**config.mk**
```make
export PLATFORM = sky130hd
export DESIGN_NAME = period_meter
export DESIGN_NICKNAME = d
export VERILOG_FILES = /design/src/rtl/period_meter.sv
export SDC_FILE = /design/constraint.sdc
export NUM_CORES = 1
export LEC_CHECK = 0
export BUFFER_PORTS_ARGS = -buffer_cell sky130_fd_sc_hd__buf_2
export CAP_MARGIN = 20
export CELL_PAD_IN_SITES_DETAIL_PLACEMENT = 1
export CELL_PAD_IN_SITES_GLOBAL_PLACEMENT = 1
export CORE_UTILIZATION = 40
export DETAILED_ROUTE_END_ITERATION = 8
export PLACE_DENSITY_LB_ADDON = 0.1
export SLEW_MARGIN = 30
export SYNTH_ARGS = -nofsm -noshare
export SYNTH_HDL_FRONTEND = slang
export SYNTH_SLANG_ARGS = --single-unit
export TNS_END_PERCENT = 100
```
**constraint.sdc**
```tcl
create_clock -name clock_in -period 2.9 [get_ports clock_in]
set_clock_uncertainty 0.05 [all_clocks]
set_input_delay 0.145 -clock clock_in [delete_from_list [all_inputs] [get_ports clock_in]]
set_output_delay 0.145 -clock clock_in [all_outputs]
set_load 0.03 [all_outputs]
```
**src/rtl/period_meter.sv**
```systemverilog
// period_meter
// Measures the period and high time of a slow, possibly asynchronous square
// wave, expressed in clock_in cycles.
//
// Ports:
//   clock_in      system clock
//   reset         synchronous, active-high reset
//   enable        measurement enable (level); low forces the block idle
//   signal_in     waveform to measure, asynchronous to clock_in
//   period_out    last measured period (cycles between two detected rises)
//   high_out      last measured high time (cycles with level=1 in that period)
//   measure_valid one-cycle pulse when period_out/high_out update
//   timeout       sticky level; no rise arrived within TIMEOUT cycles
module period_meter #(
  parameter int unsigned WIDTH   = 32,
  parameter int unsigned TIMEOUT = 32'd100000000
) (
  input  logic             clock_in,
  input  logic             reset,
  input  logic             enable,
  input  logic             signal_in,
  output logic [WIDTH-1:0] period_out,
  output logic [WIDTH-1:0] high_out,
  output logic             measure_valid,
  output logic             timeout
);

  localparam logic [WIDTH-1:0] L_TIMEOUT = WIDTH'(TIMEOUT);
  localparam logic [WIDTH-1:0] L_ZERO    = {WIDTH{1'b0}};
  localparam logic [WIDTH-1:0] L_ONE     = WIDTH'(1);

  typedef enum logic [1:0] {
    S_IDLE    = 2'd0,
    S_ARM     = 2'd1,
    S_MEASURE = 2'd2
  } state_t;

  state_t           r_state;
  state_t           w_state_nxt;
  logic             r_sync1;
  logic             r_lvl;
  logic             r_prev;
  logic             w_rise;
  logic [WIDTH-1:0] r_count;
  logic [WIDTH-1:0] r_hcount;
  logic [WIDTH-1:0] w_count_nxt;
  logic [WIDTH-1:0] w_hcount_nxt;
  logic [WIDTH-1:0] w_period_nxt;
  logic [WIDTH-1:0] w_high_nxt;
  logic             w_valid_nxt;
  logic             w_timeout_nxt;

  // Two-flop synchronizer followed by a previous-level flop for edge detect.
  // The 2-3 cycle latency is identical for every rise, so it cancels out of
  // the measured period.
  always_ff @(posedge clock_in) begin
    if (reset) begin
      r_sync1 <= 1'b0;
      r_lvl   <= 1'b0;
      r_prev  <= 1'b0;
    end else begin
      r_sync1 <= signal_in;
      r_lvl   <= r_sync1;
      r_prev  <= r_lvl;
    end
  end

  assign w_rise = r_lvl & ~r_prev;

  // Next-state and next-value logic; enable low overrides everything else,
  // and a rise wins over the timeout when both land on the same cycle.
  always_comb begin
    w_state_nxt   = r_state;
    w_count_nxt   = r_count;
    w_hcount_nxt  = r_hcount;
    w_period_nxt  = period_out;
    w_high_nxt    = high_out;
    w_valid_nxt   = 1'b0;
    w_timeout_nxt = timeout;
    if (!enable) begin
      w_state_nxt  = S_IDLE;
      w_count_nxt  = L_ZERO;
      w_hcount_nxt = L_ZERO;
    end else begin
      case (r_state)
        S_IDLE: begin
          w_state_nxt  = S_ARM;
          w_count_nxt  = L_ZERO;
          w_hcount_nxt = L_ZERO;
        end
        S_ARM: begin
          if (w_rise) begin
            // First rise only opens a measurement window, nothing is captured.
            w_state_nxt  = S_MEASURE;
            w_count_nxt  = L_ONE;
            w_hcount_nxt = L_ONE;
          end else begin
            w_state_nxt  = S_ARM;
          end
        end
        S_MEASURE: begin
          if (w_rise) begin
            w_period_nxt  = r_count;
            w_high_nxt    = r_hcount;
            w_valid_nxt   = 1'b1;
            w_timeout_nxt = 1'b0;
            w_count_nxt   = L_ONE;
            w_hcount_nxt  = L_ONE;
          end else if (r_count < L_TIMEOUT) begin
            // hcount never exceeds count, and count stops at TIMEOUT: no wrap.
            w_count_nxt  = r_count + L_ONE;
            w_hcount_nxt = r_hcount + {{(WIDTH-1){1'b0}}, r_lvl};
          end else begin
            w_timeout_nxt = 1'b1;
            w_count_nxt   = L_ZERO;
            w_hcount_nxt  = L_ZERO;
            w_state_nxt   = S_ARM;
          end
        end
        default: begin
          w_state_nxt  = S_IDLE;
          w_count_nxt  = L_ZERO;
          w_hcount_nxt = L_ZERO;
        end
      endcase
    end
  end

  // State, counters and registered outputs.
  always_ff @(posedge clock_in) begin
    if (reset) begin
      r_state       <= S_IDLE;
      r_count       <= L_ZERO;
      r_hcount      <= L_ZERO;
      period_out    <= L_ZERO;
      high_out      <= L_ZERO;
      measure_valid <= 1'b0;
      timeout       <= 1'b0;
    end else begin
      r_state       <= w_state_nxt;
      r_count       <= w_count_nxt;
      r_hcount      <= w_hcount_nxt;
      period_out    <= w_period_nxt;
      high_out      <= w_high_nxt;
      measure_valid <= w_valid_nxt;
      timeout       <= w_timeout_nxt;
    end
  end

endmodule

```
# Word level (Yosys, flattened, before mapping)
# Cells that the tools add are included.
# word_totals
ff_bits,135
input_bits,4
out_inout_bits,66
wordCells,43
# classes
add_sub_neg,2
n_lt_le_gt_ge,1
eq_ne,6
mux,14
bitwise,4
reduce_logical,6
# ops
operator,n
two-way mux 32 bit,5
one-hot mux 32 bit (2 select lines),2
adder 32 x 1 -> 32 bit,1
adder 32 x 1 -> 32 bit (second input constant),1
less-than comparator 32 x 27 -> 1 bit (second input constant),1
inequality test 2 bit (second input constant),4
two-way mux 2 bit,3
one-hot mux 2 bit (3 select lines),1
AND reduction 3 bit,2
two-way mux 1 bit,3
inverter 1 bit,3
OR reduction 3 bit,1
equality test 2 x 1 -> 1 bit (second input constant),1
equality test 2 bit (second input constant),1
logical NOT 2 bit,1
AND reduction 2 bit,1
OR reduction 2 bit,1
AND 1 bit,1

# Logic depth before layout (Yosys ltp)
# Gate-level depths: netlist of run 1.
# logic_depth
depth_word,4
depth_mapped,9
ltp_nobuf,8

# Worst setup path after synthesis of run 1
# No wires, ideal clock.
# synth_timing
path_kind,reg-to-reg
from,reg r_state[1]
to,reg r_count[26]
setup_ns,0.115
arrival_time_ns,1.974
required_ns,2.735
path_slack_ns,0.762
path_stages_with_launch,9
n_path_buf,0
path_cell_list,dfxtp_1 inv_1 ha_1 clkinv_1 o2111ai_1 or4_1 nor2_1 xnor2_1 nor2_1
# synth_via
elab_chain_cells,2
word_cells_on_any_way,4
# synth_rtl
element,line,rtl
from (decl),38,state_t r_state;
from (signal assigned),140,r_state <= w_state_nxt;
equality test 2 bit / equality test 2 x 1 -> 1 bit (equally long branches),85,case (r_state)
one-hot mux 32 bit (2 select lines) / inequality test 2 bit (equally long branches),-,
to (signal assigned),141,r_count <= w_count_nxt;
to (decl),44,logic [WIDTH-1:0] r_count;
# Several ways; a longest one is shown, not always the timed one.
# A chain may end at the register's enable or synchronous reset.

# Worst setup path after layout of run 1
# layout_timing
from,reg r_count[10]
to,reg r_count[30]
# layout_via
elab_chain_cells,4
word_cells_on_any_way,5
# layout_rtl
element,line,rtl
adder 32 x 1 -> 32 bit / less-than comparator 32 x 27 -> 1 bit (equally long branches),"111, 109",
two-way mux 32 bit *,109,end else if (r_count < L_TIMEOUT) begin
two-way mux 32 bit *,102,if (w_rise) begin
one-hot mux 32 bit (2 select lines) *,85,
# Mark *: on every way between the ends. The rest lies on a longest branch, timed or not.

==> key figures, run 1 <==
Floorplan
  – Die height: 116 um
  – Starting density of the core: 40.9%
  – I/O pin cnt: 70
  – Die area: 0.0134 mm^2
  – Core Region: 0.0126 mm^2
  – Die Wd: 116 um
  – # rows: 41

Worst setup path
  – Critical Path End Type: flip-flop
  – Worst-path fanout max: 41
  – Worst path cell trace: or4_1, o21ai_1, nand2_1, a211oi_2, o211ai_4, buf_12, nor2_1
  – CP startpoint kind: flip-flop
  – Slowest stage cell, crit path: or4_1
  – Largest delay contributor family on the critical path: simple AND/OR/NAND/NOR gates
  – Crit Path Class: reg2reg
  – Crit path required time: 3.21 ns
  – Worst EP arrival: 2.66 ns
  – CP bufs+invs: 1
  – Cell depth of the worst setup path: 7
  – Critical Path Max Stage Delay: 0.54 ns
  – Reg2Reg Depth: 7

Global route
  – Pin count of the biggest net entering global routing: 53
  – Total gr overflow: 0
  – Vias in the first global route: 4052
  – Tot GR Track Use: 20.7%
  – Antenna violations before repair: 0
  – First-pass GRT wire length: 21100 um

CTS
  – CTS clk-pin slew, worst paths: 0.06 ns
  – CTS tree: done
  – Num CTS Buffers: 17
  – Worst skew pair latency: 0.42 ns
  – CTS Buffer Depth: 2
  – CTS resizes: 0
  – Postcts setup bufs: 0
  – Clk sinks: 135
  – H-tree depth: 4
  – # hold bufs at CTS: 3
  – CTS root buf: clkbuf_16

Power and ir drop
  – Pint: 0.00324 W
  – Power Total: 0.00409 W
  – Sw frac: 20.6%
  – Seq pwr share: 45.5%
  – Leakage: 2.43 nW
  – Worst VDD drop: 0.316 mV
  – Clock power frac: 53.0%
  – Gate power share: 1.5%
  – Pwr/cell area: 642 mW/mm^2
  – NetSw: 0.000844 W

Synthesis
  – Synth Cell Area: 0.00516 mm^2
  – Synth top area share: 52.4%
  – Syn Area/Cell: 9.74 um^2
  – Syn_nets: 541
  – Seq/Total Area, Yosys: 52.4%
  – Number of flops mapped to enable cells by yosys: 0
  – Post-synthesis cell type count: 43
  – Yosys Warn Count: 0
  – Post-synth top flop: dfxtp_1
  – Syn Inst Count: 530
  – Flops & latches, synth: 135
  – Post-synth top area cell: dfxtp_1
  – Post-synth ARST share: 0%
  – Largest cells by area after synthesis: dfxtp_1, a22o_1, nor2_1

Timing
  – Slew Viols, Final: 0
  – Max_slew headroom: 58.5%
  – Worst Tran Pin Value: 0.620 ns
  – Post-route setup TNS: 0 ns
  – Tcrit/Tclk final: 81.2%
  – Final min period: 2.35 ns
  – Highest Clock Rate: 425 MHz
  – Final setup fails: 0
  – RSZ-0062 raised after global routing: no
  – Hold Fails Final Rpt: 0
  – Min setup slack post-route: 0.546 ns

Detailed routing
  – TritonRoute pass-1 iters: 4
  – Post-route DRC: 0
  – Routed len/inst: 16.2 um
  – Final wirelength: 12800 um
  – Via count: 4149
  – Antenna Nets Post-Route: 0
  – DRT iter0 DRCs: 203
  – Via/cell ratio: 5.25

Placement
  – Worst slack, placed: 0.537 ns
  – I/O Buffers: 69
  – Placed cell count: 756
  – GP Congestion: 0.802
  – HPWL Detailed: 8910 um

Status
  – Status: completed

Layout
  – Ant diodes: 0
  – Layout Area Growth over Synthesis: 23.3%
  – Layout cells sized above 1: 18.3%
  – Core Util, Final: 50.4%
  – Post-route insts no fill: 791
  – # nets final: 617

Worst hold path
  – Hold path cells: 4
  – Worst hold path type: in2reg

Run
  – Total of max-cap violations: 0
Yosys cell counts (3+ instances only):
master	instances
dfxtp_1	135
nor2_1	79
a22o_1	64
nand2_1	38
xnor2_1	32
xor2_1	24
clkbuf_1	21
nand3_1	18
nand4_1	14
a21oi_1	12
and3_1	11
nor3_1	10
nor4_1	8
ha_1	7
inv_1	7
nor2b_1	7
and4_1	4
o21ai_0	4
nand2b_1	3
through the flow:
step	hold WS [ns]	area, um^2
floorplan	0.167	5160
global placement	0.310	5740
detailed placement	0.319	5740
CTS	0.173	6360
global route	0.202	6360
finish	0.192	6360
registers in the layout (all words and copies together) (netlist names):
| register | flops |
|---|---|
| r_count | 32 |
| r_hcount | 32 |
| r_lvl | 1 |
| r_state | 2 |
| period_out | 32 |
| r_prev | 1 |
| measure_valid | 1 |
| high_out | 32 |
| timeout | 1 |
| r_sync1 | 1 |
layout by cell type, fill, tap and decap left out, types with 2 or more instances in the layout:
master,synthesis,routed
dfxtp_1,135,135
nor2_1,79,79
buf_2,2,69
a22o_1,64,64
nand2_1,38,38
xnor2_1,32,32
xor2_1,24,24
nand3_1,18,18
clkbuf_16,0,17
nand4_1,14,14
a21oi_1,12,12
and3_1,11,11
nor3_1,10,9
buf_4,0,9
nor4_1,8,8
inv_1,7,7
nor2b_1,7,7
ha_1,7,7
and4_1,4,4
o21ai_0,4,4
clkinvlp_4,0,4
nand2b_1,3,3
clkinv_2,0,3
bufinv_16,0,3
dlygate4sd3_1,0,3
o31ai_1,2,2
or4_1,2,2
nand3b_1,2,2
o2111ai_1,2,2
o211ai_1,2,2
or3_1,2,2
clkinv_4,0,2
clkbuf_1,21,2
area by class of cell:
class	count	area [um^2]
Inverter	8	30.0
Tap cell	172	215
Multi-Input combinational cell	362	2350
Timing Repair Buffer	82	463
Clock inverter	12	153
Fill cell	1469	6250
Sequential cell	135	2700
Clock buffer	20	447
per-layer routing:
layer	GRT usage (%)	up-vias	wire length (um)
met1	28.6	2014	6520
met5	0	-	0
li1	-	2040	-
met2	31.1	77	5550
met3	4.76	18	507
met4	8.05	0	213
power by group through the flow:
stage	sequential, W	combinational [W]	clock (W)
2_1_floorplan	0.00190	0.0000377	0
3_3_place_gp	0.00190	0.0000571	0
3_5_place_dp	0.00190	0.0000602	0
4_1_cts	0.00186	0.0000633	0.00221
5_1_grt	0.00186	0.0000693	0.00230
6_report	0.00186	0.0000632	0.00216
worst min-delay path, delay by kind of cell:
family | cells | cell delay, ns
buffers and inverters | 1 | 0.13
muxes | 1 | 0.06
and+or+nand+nor | 2 | 0.28
final timing paths:
kind                             startpoint     endpoint  slack (ns)
worst max register to register  r_count[10]  r_count[30]        0.55
worst max-delay path            r_count[10]  r_count[30]        0.55
worst min register to register      r_sync1        r_lvl        0.40
worst min-delay path                 enable   r_state[0]        0.19
kinds of logic (layout without fill, tap and decap cells):
| family | count (synthesis) | count (layout) | synth area share [%] |
|---|---|---|---|
| compound gates | 98 | 98 | 15.4 |
| xor+xnor | 56 | 56 | 9.50 |
| fa+ha+maj | 7 | 7 | 1.70 |
| buf+inv | 33 | 122 | 2.59 |
| flops | 135 | 135 | 52.4 |
| mux | 1 | 1 | 0.194 |
| simple gates | 200 | 200 | 18.3 |
Power figures use the tool's default switching activity.
==> run 2, diff against run 1 <==
- ABC_AREA: unset -> 1
- CORE_UTILIZATION: 40 -> 38
- clock period: 2.9 -> 2.1 ns (I/O delays scaled with it)
==> run 2 against run 1 <==
Final cell count increased by 33%. Core utilization decreased by 3.3 points. Setup slack got worse by 0.51 ns. Sequential share of layout area decreased by 4.7 points. Design area increased by 13%. Sequential power increased by 38%. Combinational power increased by 84%.
==> key figures, run 2 <==
Synthesis
  – Syn Area/Cell: 7.67 um^2 (-21%)
  – Synth top area share: 45.6% (-6.8 points)
  – Syn_nets: 784 (+45%)
  – Post-synth ARST share: 0% (unchanged)
  – Syn Inst Count: 773 (+46%)
  – Post-Synth XOR/XNOR Area: 4.58% (-4.9 points)
  – Most common cell in the netlist: nand2_1
  – Post-synthesis cell type count: 34 (-21%)
  – Synth Cell Area: 0.00593 mm^2 (+15%)
  – Number of flops mapped to enable cells by yosys: 0 (unchanged)
  – Flops & latches, synth: 135 (unchanged)
  – Yosys Warn Count: 0 (unchanged)
  – Top cells by count, synth: nand2_1, dfxtp_1, nand3_1
  – Largest cells by area after synthesis: dfxtp_1, nand2_1, nand3_1
  – Post-Synth Simple-Gate Area: 31.9% (+14 points)
  – Post-Synth Adder-Cell Area: 1.48% (-0.22 points)
  – Post-synth top flop: dfxtp_1
  – Seq/Total Area, Yosys: 45.6% (-6.8 points)
  – Largest family of logic cells by synthesized area: simple AND/OR/NAND/NOR gates
  – Synth Area in Compound Gates: 7.21% (-8.2 points)
  – Post-synth top area cell: dfxtp_1
  – Post-synthesis mux area share: 0% (-0.19 points)

Worst setup path
  – Crit path capture: r_hcount[24]
  – Reg2Reg Depth: 11 (+4)
  – Crit path required time: 2.35 ns (-0.86 ns)
  – FF-to-FF Start: r_lvl
  – FF-to-FF End: r_hcount[24]
  – Worst EP arrival: 2.32 ns (-0.34 ns)
  – Crit Path Class: reg2reg
  – R2r setup slk: 0.03 ns (-0.51 ns)
  – Worst-path fanout max: 5 (-88%)
  – CP startpoint kind: flip-flop
  – Setup crit start: r_lvl
  – Critical Path End Type: flip-flop

Timing
  – Min setup slack post-route: 0.0340 ns (-0.512 ns)
  – Max_slew headroom: 56.6% (-1.8 points)
  – Final setup fails: 0 (unchanged)
  – Hold Fails Final Rpt: 0 (unchanged)
  – Tcrit/Tclk final: 98.4% (+17 points)
  – Slew Viols, Final: 0 (unchanged)
  – Post-route setup TNS: 0 ns (unchanged)
  – Final min period: 2.07 ns (-0.288 ns)
  – Hold WS: 0.0724 ns (-0.120 ns)
  – Worst Tran Pin Value: 0.644 ns (+0.0241 ns)
  – Highest Clock Rate: 484 MHz (+14%)

Detailed routing
  – Antenna Nets Post-Route: 0 (unchanged)
  – Post-route DRC: 0 (unchanged)
  – TritonRoute pass-1 iters: 4 (unchanged)
  – Routed len/inst: 16.1 um (-0.14%)
  – DRT iter0 DRCs: 242 (+19%)
  – Via count: 5299 (+28%)
  – Final wirelength: 17000 um (+33%)
  – Via/cell ratio: 5.03 (-4.2%)

Worst hold path
  – Worst hold path type: in2reg
  – Hold path cells: 4 (unchanged)

CTS
  – CTS tree: done
  – CTS clk-pin slew, worst paths: 0.06 ns (about the same)
  – CTS Buffer Depth: 2 (unchanged)
  – CTS root buf: clkbuf_16
  – H-tree depth: 4 (unchanged)
  – Worst skew pair latency: 0.42 ns (about the same)
  – Num CTS Buffers: 17 (unchanged)
  – Clk sinks: 135 (unchanged)

Placement
  – DP Area: 0.00643 mm^2 (+12%)
  – I/O Buffers: 69 (unchanged)
  – GP Congestion: 0.806 (+0.47%)
  – HPWL Detailed: 12300 um (+38%)
  – Worst slack, placed: 0.0235 ns (-0.514 ns)

Floorplan
  – Die area: 0.0161 mm^2 (+21%)
  – Starting density of the core: 39.0% (-1.9 points)
  – # rows: 45 (+9.8%)
  – Die height: 127 um (+9.8%)
  – Die Wd: 127 um (+9.8%)
  – Core Region: 0.0152 mm^2 (+20%)
  – I/O pin cnt: 70 (unchanged)

Global route
  – Pin count of the biggest net entering global routing: 53 (unchanged)
  – GRT busiest layer: met2
  – Tot GR Track Use: 22.4% (+1.8 points)
  – Met1 GRT Util: 26.9% (-1.7 points)
  – GR Util met3: 3.67% (-1.1 points)
  – Met2 Track Usage GR: 40.1% (+9.0 points)
  – Antenna violations before repair: 0 (unchanged)
  – Vias in the first global route: 5534 (+37%)
  – First-pass GRT wire length: 28100 um (+33%)
  – Total gr overflow: 0 (unchanged)

Layout
  – Fill cell count: 1901 (+29%)
  – Layout Area Growth over Synthesis: 20.7%
  – Post-Layout Inst Area: 0.00716 mm^2 (+13%)
  – Ant diodes: 0 (unchanged)
  – Layout cells sized above 1: 21.2% (+3.0 points)
  – Most frequent cells in the layout: nand2_1, dfxtp_1, nand3_1
  – Commonest non-fill, non-tap cell in the layout: nand2_1
  – Core Util, Final: 47.1% (-3.3 points)
  – # nets final: 864 (+40%)

Power and ir drop
  – Worst VDD drop: 0.545 mV (+73%)
  – Leakage: 2.81 nW (+15%)
  – Pwr/cell area: 792 mW/mm^2 (+23%)

Run
  – Total of max-cap violations: 0 (unchanged)

Status
  – Status: completed
-- run 2: changes by cell type after synthesis, sizes merged, moves of 12 or more --
cell	delta
xnor2	-32
buf	+15
nor2	+29
nand2	+109
nor3	+12
o21ai	+58
a22o	-64
nand3	+83
inv	+83
-- run 2: what timing repair did --
item,4_1_cts,5_1_grt
setup buffers,0,4
hold endpoints to repair,4,0
endpoints found under the setup margin,0,15
hold buffers,3,0
resized for setup,0,17
-- run 2: metal layers --
layer	routed length, um	vias to the layer above
met3	380	18
met1	8000	2560
met4	263	0
li1	-	2647
met2	8380	74
met5	0	-
-- run 2: worst max-delay path, stage by stage (launching register included) --
cell and delay, ns:
dfxtp_2 0.36, ha_4 0.15, ha_2 0.18, nand2_1 0.10, nor2_2 0.17, nand2_2 0.11
nor2_4 0.18, nand3_4 0.11, nor2_4 0.19, nand2_2 0.08, xor2_2 0.23, nor2_4 0.04
-- run 2: cell families (layout without fill, tap and decap cells) --
kind of cell | count (synthesis) | after routing
AOI/OAI and AO/OA | 79 | 79
xor gates and xnor gates | 31 | 31
adders and majority gates | 7 | 7
buffers and inverters | 121 | 214
DFF | 135 | 135
and+or+nand+nor | 400 | 400
-- run 2: worst min-delay path by stage --
stage                         start  endpoint  slack (ns)
final                        enable   timeout        0.07
after global routing         enable   timeout        0.08
after CTS                    enable   timeout        0.06
after detailed placement  signal_in   r_sync1        0.27
after global placement    signal_in   r_sync1        0.26
after floorplan               reset   r_sync1        0.13
-- run 2: final cells by class --
cell class / instances / area, um^2 / area share, %
multi-input combinational: 517 / 2750 / 38.4
sequential: 135 / 2710 / 37.8
timing repair buffer: 91 / 531 / 7.41
clock buffer: 21 / 470 / 6.57
inverter: 91 / 345 / 4.82
tap: 188 / 235 / 3.28
clock inverter: 11 / 124 / 1.73
-- run 2: where the power goes --
group | switching (W) | internal, W | leakage [nW] | total [W]
clock | 0.00115 | 0.00184 | 0.285 | 0.00299
combinational | 0.0000870 | 0.0000286 | 1.43 | 0.000116
sequential | 0.00000353 | 0.00257 | 1.09 | 0.00257
-- run 2: per-stage QoR --
step / total power, W / std cells
after detailed placement: 0.00274 / 1015
after CTS: 0.00573 / 1050
final: 0.00567 / 1054
after floorplan: 0.00270 / 773
after global placement: 0.00273 / 1015
after global routing: 0.00586 / 1054
==> run 3, diff against run 2 <==
- ABC_CLOCK_PERIOD_IN_PS: unset -> 2400
- BUFFER_PORTS_ARGS: -buffer_cell sky130_fd_sc_hd__buf_2 -> -buffer_cell sky130_fd_sc_hd__clkbuf_2
- CORE_UTILIZATION: 38 -> 40
- clock period: 2.1 -> 2.4 ns (I/O delays scaled with it)
==> run 3 against run 2 <==
Setup slack better by 0.24 ns. Core utilization increased by 0.99 points. Clock-buffer cell count increased by 1. Largest cell class is now flip-flops and latches. Largest power group unchanged.
==> key figures, run 3 (synthesis gave the netlist of run 2 again) <==
Global route
  – Vias in the first global route: 5559 (+0.45%)
  – First-pass GRT wire length: 27400 um (-2.3%)
  – Pin count of the biggest net entering global routing: 65 (+23%)
  – Total gr overflow: 0 (unchanged)
  – Tot GR Track Use: 23.5% (+1.1 points)
  – Antenna violations before repair: 0 (unchanged)

Timing
  – Highest Clock Rate: 471 MHz (-2.6%)
  – Min setup slack post-route: 0.279 ns (+0.245 ns)
  – Final min period: 2.12 ns (+0.0550 ns)
  – Max_slew headroom: 52.9% (-3.8 points)
  – RSZ-0062 raised after global routing: no
  – Post-route setup TNS: 0 ns (unchanged)
  – Slew Viols, Final: 0 (unchanged)
  – Hold Fails Final Rpt: 0 (unchanged)
  – Worst Tran Pin Value: 0.707 ns (+0.0627 ns)
  – Final setup fails: 0 (unchanged)
  – Tcrit/Tclk final: 88.4% (-10 points)

Power and ir drop
  – Power Total: 0.00480 W (-15%)
  – Leakage: 2.68 nW (-4.4%)
  – Pwr/cell area: 689 mW/mm^2 (-13%)
  – Worst VDD drop: 0.484 mV (-11%)

Detailed routing
  – DRT iter0 DRCs: 228 (-5.8%)
  – Final wirelength: 16500 um (-2.8%)
  – Via/cell ratio: 5.08 (+1.0%)
  – TritonRoute pass-1 iters: 4 (unchanged)
  – Via count: 5276 (-0.43%)
  – Routed len/inst: 15.9 um (-1.4%)
  – Post-route DRC: 0 (unchanged)
  – Antenna Nets Post-Route: 0 (unchanged)

CTS
  – CTS Buffer Depth: 2 (unchanged)
  – CTS clk-pin slew, worst paths: 0.06 ns (about the same)
  – Worst skew pair latency: 0.42 ns (about the same)
  – Num CTS Buffers: 17 (unchanged)
  – CTS tree: done
  – CTS root buf: clkbuf_16
  – H-tree depth: 4 (unchanged)
  – Clk sinks: 135 (unchanged)
  – Postcts setup bufs: 0 (unchanged)

Worst setup path
  – CP startpoint kind: flip-flop
  – FF-to-FF Start: r_state[1]
  – FF-to-FF End: r_hcount[29]
  – Critical Path End Type: flip-flop
  – R2r setup slk: 0.28 ns (+0.24 ns)
  – Crit path required time: 2.63 ns (+0.28 ns)
  – Crit Path Class: reg2reg
  – Worst-path fanout max: 7 (+2)
  – Reg2Reg Depth: 11 (unchanged)
  – Worst EP arrival: 2.35 ns (+0.03 ns)

Layout
  – Area of the multi-input gates: 0.00268 mm^2 (-2.5%)
  – Commonest non-fill, non-tap cell in the layout: nand2_1
  – FF/Latch Area: 0.00270 mm^2 (-0.14%)
  – Ant diodes: 0 (unchanged)
  – Layout Area Growth over Synthesis: 17.4%
  – Layout cells sized above 1: 18.6% (-2.7 points)
  – Most frequent cells in the layout: nand2_1, dfxtp_1, nand3_1
  – # nets final: 854 (-1.2%)
  – Core Util, Final: 48.1% (+0.99 points)
  – Fill cell count: 1804 (-5.1%)

Floorplan
  – I/O pin cnt: 70 (unchanged)
  – Die Wd: 124 um (-2.5%)
  – Core Region: 0.0145 mm^2 (-4.8%)
  – Die height: 124 um (-2.5%)
  – # rows: 44 (-2.2%)
  – Starting density of the core: 41.0% (+1.9 points)
  – Die area: 0.0153 mm^2 (-4.9%)

Placement
  – GP Congestion: 0.848 (+5.1%)
  – I/O Buffers: 69 (unchanged)
  – HPWL Detailed: 11900 um (-3.2%)
  – Worst slack, placed: 0.303 ns (+0.280 ns)

Status
  – Status: completed

Worst hold path
  – Hold path cells: 5 (+1)
  – Worst hold path type: in2reg
  – HP Start: enable
  – Hold EP: timeout

Run
  – Total of max-cap violations: 0 (unchanged)
==> run 3: cell count changes in the layout (fill, tap and decap cells not counted), sizes merged <==
cell / previous run / this run
clkinvlp: 3 / 1
clkbuf: 21 / 91
clkinv: 7 / 8
buf: 88 / 9
bufinv: 2 / 1
==> run 3: stage by stage <==
step	std cells	hold slack [ns]	instance area, um^2
after floorplan	773	0.141	5930
after global placement	1005	0.264	6380
after detailed placement	1005	0.272	6380
after CTS	1039	0.0588	6960
after global routing	1039	0.0805	6960
final	1039	0.0679	6960
==> run 3: layout make-up <==
type                    instances  area share (%)
inverters                      91            4.92
clock inverters                 9            1.10
flip-flops and latches        135            38.8
multi-input cells             517            38.5
repair buffers                 81            6.54
clock buffers                  22            6.81
well taps                     184            3.31
==> run 3: worst max-delay path: stages, from the launching register on <==
cell	delay [ns]
dfxtp_1	0.38
inv_1	0.08
ha_1	0.21
inv_1	0.14
nor2_4	0.06
buf_4	0.17
nor2_2	0.18
nand2_2	0.15
nor2_4	0.20
nand3_1	0.12
xor2_1	0.18
nor2_1	0.06
==> run 3: worst max path at each step <==
stage / from / endpoint / slack (ns) / cells past startpoint
CTS: r_hcount[0] / r_hcount[26] / 0.27 / 13
global placement: r_hcount[0] / r_hcount[24] / 0.41 / 11
finish: r_state[1] / r_hcount[29] / 0.28 / 11
detailed placement: r_hcount[0] / r_hcount[26] / 0.30 / 13
floorplan: r_lvl / r_hcount[24] / 0.59 / 11
global route: r_hcount[0] / r_hcount[26] / 0.01 / 13
==> run 3: power by group <==
part / internal, W / switching [W]
Combinational: 0.0000219 / 0.0000727
Clock: 0.00149 / 0.000964
Sequential: 0.00224 / 0.00000270
Total: 0.00376 / 0.00104
==> run 3: repair_timing <==
| action | CTS | global route |
|---|---|---|
| hold buffers | 3 | 0 |
| endpoints found under the hold margin | 4 | 0 |
| resized for setup | 0 | 0 |
==> run 3: layer usage <==
metal  track usage (%)  wire length [um]
met5                 0                 0
met4              8.06               280
met2              43.3              8730
met3              5.17               451
met1              26.5              7080
